$ cat src/rtl/demux_1_16.sv
// Registered 1-to-16 demultiplexer.
// The word on in1 is copied to the port chosen by sel (0 -> out1 ... 15 -> out16)
// on each rising clk edge; every other port is cleared on that same edge.
// Because every output comes from a flop, the block acts as a one-cycle
// routing stage, and no decode glitch can reach the consumers.

module demux_1_16 #(
   parameter int WIDTH = 16
) (
   input  logic             clk,
   input  logic             rst_n,
   input  logic [WIDTH-1:0] in1,
   input  logic [3:0]       sel,
   output logic [WIDTH-1:0] out1,
   output logic [WIDTH-1:0] out2,
   output logic [WIDTH-1:0] out3,
   output logic [WIDTH-1:0] out4,
   output logic [WIDTH-1:0] out5,
   output logic [WIDTH-1:0] out6,
   output logic [WIDTH-1:0] out7,
   output logic [WIDTH-1:0] out8,
   output logic [WIDTH-1:0] out9,
   output logic [WIDTH-1:0] out10,
   output logic [WIDTH-1:0] out11,
   output logic [WIDTH-1:0] out12,
   output logic [WIDTH-1:0] out13,
   output logic [WIDTH-1:0] out14,
   output logic [WIDTH-1:0] out15,
   output logic [WIDTH-1:0] out16
);

   localparam int NUM_PORTS = 16;

   logic [WIDTH-1:0] port_d [NUM_PORTS];
   logic [WIDTH-1:0] port_q [NUM_PORTS];

   // Decode: selected port takes in1, all others zero.
   always_comb begin
      // NOTE: every port gets a default before the selective write, so no latch is inferred.
      for (int i = 0; i < NUM_PORTS; i++) begin
         port_d[i] = '0;
      end
      port_d[sel] = in1;
   end

   // Output registers with synchronous active-low clear; clear wins over any sel/in1.
   always_ff @(posedge clk) begin
      if (!rst_n) begin
         // NOTE: the port registers feed outputs directly, so all of them are cleared on reset.
         for (int i = 0; i < NUM_PORTS; i++) begin
            port_q[i] <= '0;
         end
      end else begin
         // NOTE: non-blocking so every port updates from the same pre-edge values.
         for (int i = 0; i < NUM_PORTS; i++) begin
            port_q[i] <= port_d[i];
         end
      end
   end

   assign out1  = port_q[0];
   assign out2  = port_q[1];
   assign out3  = port_q[2];
   assign out4  = port_q[3];
   assign out5  = port_q[4];
   assign out6  = port_q[5];
   assign out7  = port_q[6];
   assign out8  = port_q[7];
   assign out9  = port_q[8];
   assign out10 = port_q[9];
   assign out11 = port_q[10];
   assign out12 = port_q[11];
   assign out13 = port_q[12];
   assign out14 = port_q[13];
   assign out15 = port_q[14];
   assign out16 = port_q[15];

endmodule

$ cat config.mk
export PLATFORM = sky130hd
export DESIGN_NAME = demux_1_16
export DESIGN_NICKNAME = d
export VERILOG_FILES = /design/src/rtl/demux_1_16.sv
export SDC_FILE = /design/constraint.sdc
export NUM_CORES = 1
export LEC_CHECK = 0
export CORE_MARGIN = 2
export CORE_UTILIZATION = 40
export CTS_BUF_LIST = sky130_fd_sc_hd__clkbuf_8
export CTS_CLUSTER_SIZE = 28
export DETAILED_ROUTE_END_ITERATION = 12
export PLACE_DENSITY_LB_ADDON = 0.12
export REMOVE_ABC_BUFFERS = 1
export SLEW_MARGIN = 20
export SYNTH_ARGS = -nofsm -noshare
export SYNTH_HDL_FRONTEND = slang
export SYNTH_SLANG_ARGS = --single-unit
$ cat constraint.sdc
create_clock -name clk -period 1.75 [get_ports clk]
set_input_delay 0.175 -clock clk [delete_from_list [all_inputs] [get_ports clk]]
set_output_delay 0.175 -clock clk [all_outputs]
set_load 0.02 [all_outputs]
==> run_results.csv <==
group,metric,value,unit
power_and_ir_drop,seqPwrFrac,52.8,%
floorplanning,die_w,143,um
sta,setup_tns,0,ps
finish,fin_util,59.3,%
worst_setup_path,endpoint_kind,"primary output",
worst_setup_path,crit_required,1570,ps
clock_network,cts_tree,"done",
detailed_routing,wl_per_cell,15.8,um
clock_network,cts_hold_buf,0,
worst_setup_path,start_kind,"flop",
clock_network,root_buffer,"clkbuf_8",
worst_setup_path,cpMaxStageDelayCell,"clkdlybuf4s50_1",
floorplanning,coreArea,19300,sq um
detailed_routing,ant_nets,0,
placement,gp_congestion,0.763,
clock_network,cts_buffers,40,
clock_network,postCtsSetupRepairBufs,0,
power_and_ir_drop,power.switching,2610,uW
finish,largest_register_ffs,256,
power_and_ir_drop,p_leak,0.00450,uW
finish,fill_cells,1628,
clock_network,clockBufferDepth,3,
detailed_routing,viasPerCell,4.41,
power_and_ir_drop,p_clk_share,40.5,%
detailed_routing,totalWireLength,19000,um
finish,areaGrowthSynthToFinish,46.9,%
detailed_routing,drc,0,
min_path,holdCritPathClass,"primary input to flop",
sta,worst_hold_slack,172,ps
detailed_routing,firstDrtPassIters,4,
global_route,track_usage,18.1,%
run,maxCapViolCount,0,
finish,top_regs,"port_q x256",
min_path,hold_depth,4,
clock_network,cts_num_sinks,256,
clock_network,htreeDepth,2,
sta,fin_crit,1670,ps
sta,rsz0062_at_grt,"no",
worst_setup_path,crit_fanout,1,
finish,nets,932,
finish,diodes,0,
synth,synth-seq-cells,256,
global_route,grt_pass1_vias,5308,
synth,yosysSeqAreaShare,65.9,%
placement,port_buffers,277,
clock_network,path_clk_slew,60,ps
sta,period_share,95.3,%
placement,preCtsSetupSlack,283,ps
sta,slew_viol_final,0,
global_route,antenna_found_initial,0,
synth,yosys.cell_types.count,15,
power_and_ir_drop,sw_frac_of_total,23.3,%
finish,seq_area,5120,sq um
worst_setup_path,path_cells,"clkdlybuf4s50_1",
sta,fin_ws,82.2,ps
synth,syn_area,7780,sq um
min_path,hp-start,"sel[3]",
synth,yosysWarnings,0,
sta,finalHoldViolations,0,
global_route,grt_pass1_wl,29300,um
sta,worst_pin_slew,377,ps
worst_setup_path,worst-endpoint-arrival,1490,ps
power_and_ir_drop,totalPowerFinal,11200,uW
power_and_ir_drop,pwr-share-comb,6.6,%
sta,fmax,0.600,GHz
detailed_routing,drt-initial-drc-count,132,
floorplanning,fp-row-count,51,
power_and_ir_drop,internal_power,8570,uW
detailed_routing,num_vias,5314,
sta,setup_viol,0,
global_route,grt_max_degree,65,
worst_setup_path,critical_path_buf_inv_count,1,
floorplanning,initial_core_util,40.4,%
sta,slew_headroom,74.8,%
run_status,status,"complete, no violations",
finish,drive_gt1_share,12.4,%
worst_setup_path,cp_slowest_stage_delay,660,ps
floorplanning,ios,278,
synth,synth_cells,626,
finish,max_flop_register,"port_q",
placement,hpwl,12700,um
synth,syn_avg_cell_area,12.4,sq um
floorplanning,die_area,20600,sq um
worst_setup_path,worstSetupPathType,"flop to primary output",
worst_setup_path,crit_family,"buffers and inverters",
floorplanning,die_h,143,um
power_and_ir_drop,power.density_cell_area,978,nW/um^2
min_path,min_to,"port_q[0][250]$_SDFF_PN0_",
finish,multi_input_area,2250,sq um
power_and_ir_drop,peakVddDrop,0.614,mV
global_route,gr-total-overflow,0,
[power groups by stage]
stage | logic (uW) | registers (uW) | clock network, uW
floorplan | 202 | 6110 | 0
global placement | 738 | 6030 | 0
detailed placement | 752 | 6030 | 0
CTS | 753 | 5900 | 4680
global route | 791 | 5910 | 4930
finish | 742 | 5900 | 4530
[Yosys cell counts]
cell,number,area [sq um]
buf_12,8,160
nand2_1,1,3.75
nand4_4,16,340
dfxtp_1,256,5120
buf_4,1,7.51
nor2_1,256,961
nand4b_4,30,713
buf_2,12,60.1
nand4b_2,2,30.0
clkbuf_1,14,52.6
or2_2,1,6.26
nand2b_1,2,12.5
buf_6,10,113
buf_8,1,15.0
nand4bb_1,16,180
[repair_timing]
item | 4_1_cts | 5_1_grt
gates resized for setup | 0 | 1
endpoints found under the setup margin | 0 | 1
endpoints found under the hold margin | 0 | 0
[placed cells by master, fill, tap and decap left out, drive strengths merged]
master / n
clkinvlp: 2
nor2: 256
inv: 21
dfxtp: 256
nand2: 1
clkinv: 3
nand4b: 32
clkdlybuf4s50: 273
dlymetal6s2s: 1
or2: 1
buf: 14
nand2b: 2
nand4: 16
clkbuf: 46
nand4bb: 16
[layout make-up]
type / instances / area share [%]
sequential: 256 / 44.8
multi-input combinational: 324 / 19.7
clock inverter: 26 / 0.952
tap: 265 / 2.90
clock buffer: 46 / 5.54
timing repair buffer: 288 / 26.0
[logic make-up (layout without fill, tap and decap cells)]
| logic type | after synthesis | count (layout) | share of synthesized area [%] |
|---|---|---|---|
| simple gates | 324 | 324 | 28.9 |
| flops | 256 | 256 | 65.9 |
| buf+inv | 46 | 360 | 5.24 |
[through the flow]
stage	instances	instance area (sq um)
final	1205	11400
after global routing	1205	11400
after CTS	1205	11400
after detailed placement	1133	10700
after global placement	1133	10700
after floorplan	580	7370
[worst max path at each step]
stage                               from                   endpoint  depth (start not counted)
2_1_floorplan                     sel[1]  port_q[0][144]$_SDFF_PN0_                          2
3_3_place_gp                      sel[1]    port_q[0][7]$_SDFF_PN0_                          4
3_5_place_dp                      sel[0]  port_q[0][100]$_SDFF_PN0_                          4
4_1_cts        port_q[0][225]$_SDFF_PN0_                   out15[1]                          1
5_1_grt        port_q[0][202]$_SDFF_PN0_                  out13[10]                          1
6_report       port_q[0][208]$_SDFF_PN0_                   out14[0]                          1
[routing by layer]
layer	track usage [%]	part of all wire, %	vias to the layer above
met5	0	0	-
met4	7.22	2.9	0
met3	6.83	8.6	43
met2	31.0	50	189
met1	20.5	39	2506
li1	-	-	2576
(Power assumes the default switching activity.)
